==> src/rtl/cpr_pkg.sv <==
// cpr_sched shared types: FSM state, entry bundle and default widths.
// Optional aging build: define CPR_SCHED_AGING_EN.
package cpr_pkg;

  localparam int TW_D      = 2;
  localparam int FDSSI_W_D = 12;
  localparam int SSI_W_D   = 8;
  localparam int S_W_D     = 2;
  localparam int AGE_W_D   = 2;
  localparam int AGE_MAX_D = 3;

  typedef enum logic [1:0] {
    IDLE,
    SCAN,
    HOLD
  } state_t;

  typedef struct packed {
    logic                 valid;
    logic                 wt;
    logic [FDSSI_W_D-1:0] fdssi;
    logic [SSI_W_D-1:0]   ssi;
    logic [S_W_D-1:0]     s;
  } entry_t;

endpackage

==> src/rtl/cpr_sel2.sv <==
// Two-entry select: asserts take when cand beats best.
// Urgency inputs exist only with CPR_SCHED_AGING_EN.
module cpr_sel2
  import cpr_pkg::*;
(
  input  entry_t cand,
  input  entry_t best,
`ifdef CPR_SCHED_AGING_EN
  input  logic   cand_urg,
  input  logic   best_urg,
`endif
  output logic   take
);

  logic better;

  always_comb begin
    better = (cand.s < best.s) ||
             ((cand.s == best.s) && cand.wt && !best.wt);
`ifdef CPR_SCHED_AGING_EN
    // urgency dominates cost; equal urgency falls back to cost
    if (cand_urg != best_urg) better = cand_urg;
`endif
    take = cand.valid && (!best.valid || better);
  end

endmodule

==> src/rtl/cpr_sched.sv <==
// Sequential min-cost scheduler, one entry per cycle via cpr_sel2.
// Optional per-requester aging: define CPR_SCHED_AGING_EN.
module cpr_sched
  import cpr_pkg::*;
#(
  parameter int TW      = TW_D,
  parameter int FDSSI_W = FDSSI_W_D,
  parameter int SSI_W   = SSI_W_D,
  parameter int S_W     = S_W_D,
  parameter int AGE_W   = AGE_W_D,
  parameter int AGE_MAX = AGE_MAX_D
) (
  input  logic                   clk,
  input  logic                   rst_n,
  input  logic                   start,
  output logic                   busy,
  input  logic [(1<<TW)-1:0]     valid,
  input  logic [(1<<TW)-1:0]     wt,
  input  logic [FDSSI_W*(1<<TW)-1:0] FDSSI,
  input  logic [SSI_W*(1<<TW)-1:0]   SSI,
  input  logic [S_W*(1<<TW)-1:0]     s,
  output logic                   out_valid,
  input  logic                   out_ready,
  output logic                   valid_o,
  output logic                   wt_o,
  output logic [FDSSI_W-1:0]     FDSSI_o,
  output logic [SSI_W-1:0]       SSI_o,
  output logic [S_W-1:0]         s_o,
  output logic [TW-1:0]          FDSTI_o,
  output logic [(1<<TW)-1:0]     grant
);

  localparam int N = 1 << TW;

  if (AGE_MAX > (2**AGE_W) - 1) begin : g_bad_age
    $error("AGE_MAX exceeds AGE_W range");
  end

  state_t         state;
  entry_t         snap [N];
  logic [TW-1:0]  idx;
  logic [TW-1:0]  best_idx;
  entry_t         best;
  entry_t         cand;
  entry_t         nxt;
  logic [TW-1:0]  nxt_idx;
  logic           take;

  assign cand    = snap[idx];
  assign nxt     = take ? cand : best;
  assign nxt_idx = take ? idx : best_idx;

`ifdef CPR_SCHED_AGING_EN
  logic [AGE_W-1:0] age [N];
  logic             cand_urg;
  logic             best_urg;

  assign cand_urg = (age[idx] == AGE_W'(AGE_MAX));
  assign best_urg = (age[best_idx] == AGE_W'(AGE_MAX));

  cpr_sel2 u_sel (
    .cand     (cand),
    .best     (best),
    .cand_urg (cand_urg),
    .best_urg (best_urg),
    .take     (take)
  );

  always_ff @(posedge clk or negedge rst_n) begin
    if (!rst_n) begin
      for (int i = 0; i < N; i++) age[i] <= '0;
    end else if (state == HOLD && out_ready) begin
      for (int i = 0; i < N; i++) begin
        if (grant[i])
          age[i] <= '0;
        else if (snap[i].valid && age[i] != AGE_W'(AGE_MAX))
          age[i] <= age[i] + 1'b1;
      end
    end
  end
`else
  cpr_sel2 u_sel (
    .cand (cand),
    .best (best),
    .take (take)
  );
`endif

  always_ff @(posedge clk or negedge rst_n) begin
    if (!rst_n) begin
      state     <= IDLE;
      busy      <= 1'b0;
      out_valid <= 1'b0;
      valid_o   <= 1'b0;
      wt_o      <= 1'b0;
      FDSSI_o   <= '0;
      SSI_o     <= '0;
      s_o       <= '0;
      FDSTI_o   <= '0;
      grant     <= '0;
      idx       <= '0;
      best_idx  <= '0;
      best      <= '0;
      for (int i = 0; i < N; i++) snap[i] <= '0;
    end else begin
      unique case (state)
        IDLE: begin
          if (start) begin
            for (int i = 0; i < N; i++) begin
              snap[i].valid <= valid[i];
              snap[i].wt    <= wt[i];
              snap[i].fdssi <= FDSSI[FDSSI_W*i +: FDSSI_W];
              snap[i].ssi   <= SSI[SSI_W*i +: SSI_W];
              snap[i].s     <= s[S_W*i +: S_W];
            end
            idx      <= '0;
            best_idx <= '0;
            best     <= '0;
            busy     <= 1'b1;
            state    <= SCAN;
          end
        end
        SCAN: begin
          best     <= nxt;
          best_idx <= nxt_idx;
          idx      <= idx + 1'b1;
          if (idx == TW'(N-1)) begin
            // best is all-zero when nothing was valid
            out_valid <= 1'b1;
            valid_o   <= nxt.valid;
            wt_o      <= nxt.wt;
            FDSSI_o   <= nxt.fdssi;
            SSI_o     <= nxt.ssi;
            s_o       <= nxt.s;
            FDSTI_o   <= nxt_idx;
            grant     <= nxt.valid ?
                         ({{(N-1){1'b0}}, 1'b1} << nxt_idx) : '0;
            state     <= HOLD;
          end
        end
        HOLD: begin
          if (out_ready) begin
            out_valid <= 1'b0;
            busy      <= 1'b0;
            state     <= IDLE;
          end
        end
        default: state <= IDLE;
      endcase
    end
  end

endmodule

==> config.mk <==
export PLATFORM = sky130hd
export DESIGN_NAME = cpr_sched
export DESIGN_NICKNAME = d
export VERILOG_FILES = /design/src/rtl/cpr_pkg.sv /design/src/rtl/cpr_sel2.sv /design/src/rtl/cpr_sched.sv
export SDC_FILE = /design/constraint.sdc
export NUM_CORES = 1
export LEC_CHECK = 0
export CORE_AREA = 8 8 134 136
export DETAILED_ROUTE_END_ITERATION = 6
export DIE_AREA = 0 0 142 144
export GPL_ROUTABILITY_DRIVEN = 0
export PLACE_DENSITY = 0.72
export SYNTH_ARGS = -nofsm -noshare
export SYNTH_HDL_FRONTEND = slang
export SYNTH_SLANG_ARGS = --single-unit
export TNS_END_PERCENT = 30
==> constraint.sdc <==
create_clock -name clk -period 3.35 [get_ports clk]
set_input_delay 0.335 -clock clk [delete_from_list [all_inputs] [get_ports clk]]
set_output_delay 0.335 -clock clk [all_outputs]
set_load 0.01 [all_outputs]
* After elaboration in Yosys (flattened, before gate mapping)
Index checks and enable logic that the tools add are counted.
Cells by class: multipliers 0, equal/unequal tests 7, multiplexer cells 20, reductions and logical operators 17, div/mod/pow operators 0, magnitude comparators 2, bitwise operators 1, add/subtract/negate cells 1, shifts and indexed selects 1
Operators with widths (count):
- $mux 24 | 4
- $bmux 24 s2 | 1
- $pmux 24 s2 | 1
- $mux 2 | 5
- $reduce_and 3->1 | 3
- $pmux 2 s2 | 2
- $ne 2x2->1 const B | 3
- $pmux 2 s3 | 1
- $reduce_and 2->1 | 3
- $reduce_bool 2->1 | 3
- $eq 2x2->1 const B | 2
- $mux 4 | 1
- $pmux 1 s2 | 2
- $shl 1x2->4 const A | 1
- $ge 3x3->1 const B | 1
- $logic_and 1x1->1 | 3
- $mux 1 | 3
- $not 2->3 | 1
- $add 2x1->2 const B | 1
- $eq 2x1->1 const B | 1
- $eq 2x2->1 | 1
- $logic_not 1->1 | 2
- $logic_not 2->1 | 1
- $logic_or 1x1->1 | 2
- $lt 2x2->1 | 1
Storage, ports and cells: bits in latches 0, memories 0, bits in read-only memories 0, output and inout port bits 32, input bits 100, bits in writable memories 0, logic and storage cells 86, register bits after elaboration 158

* Longest topological paths before layout
depth after elaboration 13, gate-level depth with buffers 11, gate-level depth less buffers 7

* By module
A second synthesis with hierarchy kept.
Second synthesis, totals: cells, all modules 476, area, all modules 6909.1 um2
Modules (own cells, without submodules):
- cpr_sched | area an instance 6847.8 um2, seq. area each 3953.8 um2, times used 1, cells each 468
- cpr_sel2 | area an instance 61.3 um2, seq. area each 0.0 um2, times used 1, cells each 8

* Worst setup path after synthesis
Ideal clock, no wire load.
path kind reg-to-reg, start point register idx[1], end point register best[12] (netlist name), cell stages (with the launch flop) 11, library setup time 0.087 ns, setup slack 0.588 ns, buffers on the path 4, data required time 3.263 ns, arrival time 2.675 ns, cells stage by stage dfrtp_1 clkbuf_1 clkbuf_1 mux4_2 ha_1 and3b_1 a221oi_4 nor2_1 buf_2 buf_2 o211ai_1
Between the ends: word-level cells in the longest chain between the ends 12
RTL lines:
- start, declared | line cpr_sched.sv:41 | logic [TW-1:0] idx;
- start signal, assigned | line cpr_sched.sv:126 | idx <= idx + 1'b1;
- $not 2->3 (not written as such) (*) | line cpr_sched.sv:49 | assign cand = snap[idx];
- $bmux 24 s2 (*) | line cpr_sched.sv:49
- $mux 24 (not written as such) (*) (2 in a row) | line cpr_sched.sv:49
- $eq 2x2->1 | line cpr_sel2.sv:19 | ((cand.s == best.s) && cand.wt && !best.wt);
- $logic_and 1x1->1 (2 in a row) | line cpr_sel2.sv:19
- $logic_or 1x1->1 | line cpr_sel2.sv:18 | better = (cand.s < best.s) ||
- $logic_or 1x1->1 | line cpr_sel2.sv:24 | take = cand.valid && (!best.valid || better);
- $logic_and 1x1->1 | line cpr_sel2.sv:24
- $mux 24 (*) | line cpr_sched.sv:50 | assign nxt = take ? cand : best;
- $pmux 24 s2 (*) | line cpr_sched.sv:106 | unique case (state)
Every way passes the cells marked *; elsewhere a longest branch is shown, timed or not. The select of a mux whose other input is x is not followed. A chain may end at the register's enable or synchronous reset.

* Final worst setup path
start point register idx[0], end point register grant[0]
Between the ends: word-level cells in the longest chain between the ends 13
RTL lines:
- $not 2->3 (not written as such) | line cpr_sched.sv:49
- $bmux 24 s2 | line cpr_sched.sv:49
- $mux 24 (not written as such) (2 in a row) | line cpr_sched.sv:49
- $eq 2x2->1 | line cpr_sel2.sv:19
- $logic_and 1x1->1 (2 in a row) | line cpr_sel2.sv:19
- $logic_or 1x1->1 | line cpr_sel2.sv:18
- $logic_or 1x1->1 | line cpr_sel2.sv:24
- $logic_and 1x1->1 | line cpr_sel2.sv:24
- $mux 2 | line cpr_sched.sv:51 | assign nxt_idx = take ? idx : best_idx;
- $shl 1x2->4 | line cpr_sched.sv:137 | ({{(N-1){1'b0}}, 1'b1} << nxt_idx) : '0;
- $mux 4 | line cpr_sched.sv:136 | grant <= nxt.valid ?
- end signal, assigned | line cpr_sched.sv:136
- end, declared | line cpr_sched.sv:30 | output logic [(1<<TW)-1:0] grant
Several ways; a longest one is shown, not always the timed one. The select of a mux whose other input is x is not followed.

==> impl_metrics.env <==
export IMPL_initial_utilization_pct=45.32
export IMPL_drcViolationCount=0
export IMPL_report_final_hold_viol_count=0
export IMPL_r2r_worst_path_cells=6
export IMPL_first_iter_violations=309
export IMPL_final_setup_viol_count=0
export IMPL_global_route_usage_total_pct=19.04
export IMPL_synth_area_um2=7276
export IMPL_final_core_utilization_pct=58.69
export IMPL_setup_repair_after_global_routing_missed_its_margin="no"
export IMPL_placed_cells=911
export IMPL_slew_viol_final=0
export IMPL_dieHeight_um=144
export IMPL_max_buffers_root_to_sink=2
export IMPL_share_clk_of_total_power_pct=19.6
export IMPL_stdcell_count=942
export IMPL_route_final_wire_length_mm=18.36
export IMPL_share_comb_of_total_power_pct=45.7
export IMPL_grt_antenna_before_repair=3
export IMPL_clock_tree_htree_level_count=4
export IMPL_global_route_wire_length_before_repair_mm=30.44
export IMPL_switching_share_pct=38.69
export IMPL_drive_gt1_share_pct=24.38
export IMPL_dp_slack_ns=0.3083
export IMPL_overflow=0
export IMPL_routed_via_count=5390
export IMPL_crit_type="reg -> reg"
export IMPL_finish_net_count=814
export IMPL_route_detailed_wl_per_inst_um=19.49
export IMPL_critical_path_startpoint_type="flop"
export IMPL_multi_input_gate_area_in_the_final_layout_um2=3103
export IMPL_synth_lib_cells_used_distinct=33
export IMPL_internal_power_mw=5.978
export IMPL_port_buffers=131
export IMPL_cp_data_arrival_time_ns=3.34
export IMPL_rows=47
export IMPL_power_net_switching_mw=3.773
export IMPL_proportion_of_register_bits_with_asynchronous_set_or_reset_after_synthesis_pct=100.0
export IMPL_syn_avg_cell_area_um2=12.21
export IMPL_syn_instance_count=596
export IMPL_fin_crit_sh_pct=92.44
export IMPL_vdd_ir_drop_max_mv=0.5461
export IMPL_post_cts_repair_setup_buffers=0
export IMPL_worst_hold_path_type="reg -> reg"
export IMPL_worst_clock_skew_ns=0.01204
export IMPL_p_leak_nw=3.792
export IMPL_fin_ws_ns=0.2532
export IMPL_maxCapViolCount=0
export IMPL_design_die_area_um2=20450
export IMPL_ys_seq_area_share_pct=54.34
export IMPL_worstPathRequired_ns=3.59
export IMPL_post_route_min_period_ns=3.097
export IMPL_synthesis_yosys_warnings=0
export IMPL_grt_start_max_net_pins=79
export IMPL_yosysTopAreaCell="sky130_fd_sc_hd__dfrtp_1"
export IMPL_power_density_nw_per_um2=1035
export IMPL_status="complete, no violations"
export IMPL_synth_enable_flop_cells=0
export IMPL_sequentialPowerShare_pct=34.6
export IMPL_io_pins=132
export IMPL_fp_dieW_um=142
export IMPL_hpwlAfterDp_mm=12.50
export IMPL_hold_path_cell_count=2
export IMPL_synth_net_count=699
export IMPL_fin_tns_setup_ns=0
export IMPL_route_antenna_remaining_nets=0
export IMPL_final_cell_mix="sky130_fd_sc_hd__dfrtp_1 (157), sky130_fd_sc_hd__clkdlybuf4s50_1 (130), sky130_fd_sc_hd__mux2_2 (97), sky130_fd_sc_hd__nand2_1 (87), sky130_fd_sc_hd__nand4_1 (51)"
export IMPL_worst_setup_path_end_kind="flop"
export IMPL_avgViaCountPerCell=5.722
export IMPL_yosys_most_used_dff="sky130_fd_sc_hd__dfrtp_1"
export IMPL_power_total_mw=9.750
export IMPL_tightest_slew_ns=1.268
export IMPL_layout_area_overhead_vs_synth_pct=29.49
export IMPL_achievable_frequency_mhz=322.9
export IMPL_worstSkewPairLatency_ns=0.43
export IMPL_drt_first_pass_iters=5
export IMPL_post_synth_top_area_fraction_pct=54.34
export IMPL_number_of_inserted_filler_cells_in_the_final_layout=1282
export IMPL_synthesis_stage_register_bit_count=158
export IMPL_clock_sink_count=158
export IMPL_cp_max_fanout=29
export IMPL_grt_pass1_vias=5752
export IMPL_coreArea_um2=16050
export IMPL_numCtsBuffers=17
export IMPL_maxSlewHeadroom_pct=15.39
export IMPL_clkSlewWorstSetupHoldPaths_ns=0.06
export IMPL_yosys_top_cells_area="sky130_fd_sc_hd__dfrtp_1 (54%), sky130_fd_sc_hd__mux2_2 (15%), sky130_fd_sc_hd__mux4_2 (7.1%)"
export IMPL_final_seq_area_um2=3955
export IMPL_num_antenna_cells=0
export IMPL_tritoncts="done"
export IMPL_cell_at_the_root_of_the_clock_tree="sky130_fd_sc_hd__clkbuf_16"
export IMPL_final_common_cell="sky130_fd_sc_hd__dfrtp_1"
==> stage by stage <==
step           area [µm²]  hold WS (ns)
2_1_floorplan        7276       0.03941
6_report             9422        0.4832
4_1_cts              9422        0.4845
3_5_place_dp         8835        0.4058
3_3_place_gp         8835        0.3963
5_1_grt              9422        0.5083
==> power groups by stage <==
stage	Combinational [mW]	Sequential, mW	Clock (mW)
5_1_grt	4.84	3.50	2.04
3_5_place_dp	4.42	3.40	0
4_1_cts	4.46	3.38	1.96
6_report	4.46	3.38	1.92
2_1_floorplan	3.13	3.24	0
3_3_place_gp	4.26	3.34	0
==> cell type report <==
| type | count | area share, % |
|---|---|---|
| multi-input combinational | 373 | 32.93 |
| clock buffer | 19 | 4.595 |
| inverter | 11 | 0.4382 |
| sequential | 158 | 41.98 |
| clock inverter | 11 | 1.527 |
| tap | 220 | 2.922 |
| timing repair buffer | 150 | 15.60 |
==> cell usage after synthesis (2+ instances only) <==
master                      instances
sky130_fd_sc_hd__nand4_1           51
sky130_fd_sc_hd__mux2i_1            3
sky130_fd_sc_hd__inv_1             11
sky130_fd_sc_hd__ha_1               3
sky130_fd_sc_hd__a2111oi_0          2
sky130_fd_sc_hd__dfrtp_1          158
sky130_fd_sc_hd__o211ai_1          50
sky130_fd_sc_hd__buf_2              6
sky130_fd_sc_hd__nand3_1           26
sky130_fd_sc_hd__a32oi_1            2
sky130_fd_sc_hd__o21ai_0            4
sky130_fd_sc_hd__o41ai_1            2
sky130_fd_sc_hd__clkbuf_1          41
sky130_fd_sc_hd__buf_1              7
sky130_fd_sc_hd__nor2_1             4
sky130_fd_sc_hd__mux4_2            23
sky130_fd_sc_hd__nand2_1           87
sky130_fd_sc_hd__a21oi_1            4
sky130_fd_sc_hd__mux2_2            97
sky130_fd_sc_hd__o311ai_1           2
==> registers in the layout, indices dropped and copies added (netlist names) <==
| signal | count |
|---|---|
| wt_o | 1 |
| best_idx | 2 |
| idx | 2 |
| snap | 96 |
| SSI_o | 8 |
| best | 24 |
| FDSSI_o | 12 |
| valid_o | 1 |
| busy | 1 |
| s_o | 2 |
| FDSTI_o | 2 |
| grant | 4 |
| state | 2 |
| out_valid | 1 |
==> kinds of logic (layout without fill, tap and decap cells) <==
logic type | after synthesis | count (layout) | synth area share [%]
AO/OA/AOI/OAI | 72 | 72 | 7.567
adder cells (fa/ha/maj) | 3 | 3 | 0.5160
buffers and inverters | 65 | 191 | 3.457
flip-flops | 158 | 158 | 54.34
multiplexers | 123 | 123 | 22.55
AND/OR/NAND/NOR | 175 | 175 | 11.57
==> worst paths after layout <==
check / start / to / slack, ns
setup / recovery: idx[0]$_DFFE_PN0P_ / grant[0]$_DFFE_PN0P_ / 0.25
max in group asynchronous: rst_n / FDSSI_o[9]$_DFFE_PN0P_ / 2.02
hold / removal: wt_o$_DFFE_PN0P_ / wt_o$_DFFE_PN0P_ / 0.48
hold reg to reg: wt_o$_DFFE_PN0P_ / wt_o$_DFFE_PN0P_ / 0.48
min in group asynchronous: rst_n / snap[20]$_DFFE_PN0P_ / 0.51
setup reg to reg: idx[0]$_DFFE_PN0P_ / grant[0]$_DFFE_PN0P_ / 0.25
==> per-layer routing <==
layer  up-vias  routed length (µm)  global-route usage, %
met4         6                 361                  7.518
met2       214                8575                  29.27
met1      2690                7967                  24.40
met5         -                  43                      0
met3        39                1412                  6.405
li1       2441                   -                      -
==> critical path: stages (launching register included) <==
cell and delay, ns:
sky130_fd_sc_hd__dfrtp_2 0.48, sky130_fd_sc_hd__mux4_2 0.58, sky130_fd_sc_hd__ha_1 0.32, sky130_fd_sc_hd__and3b_1 0.23, sky130_fd_sc_hd__a221oi_4 0.09, sky130_fd_sc_hd__nor2_2 0.95
sky130_fd_sc_hd__o311ai_1 0.26
==> what timing repair did <==
action	CTS	global route
hold buffers	1	0
hold endpoints to repair	74	0
gates resized for setup	0	0
setup endpoints to repair	0	0
Note: power is estimated with default switching activity, not from simulation.
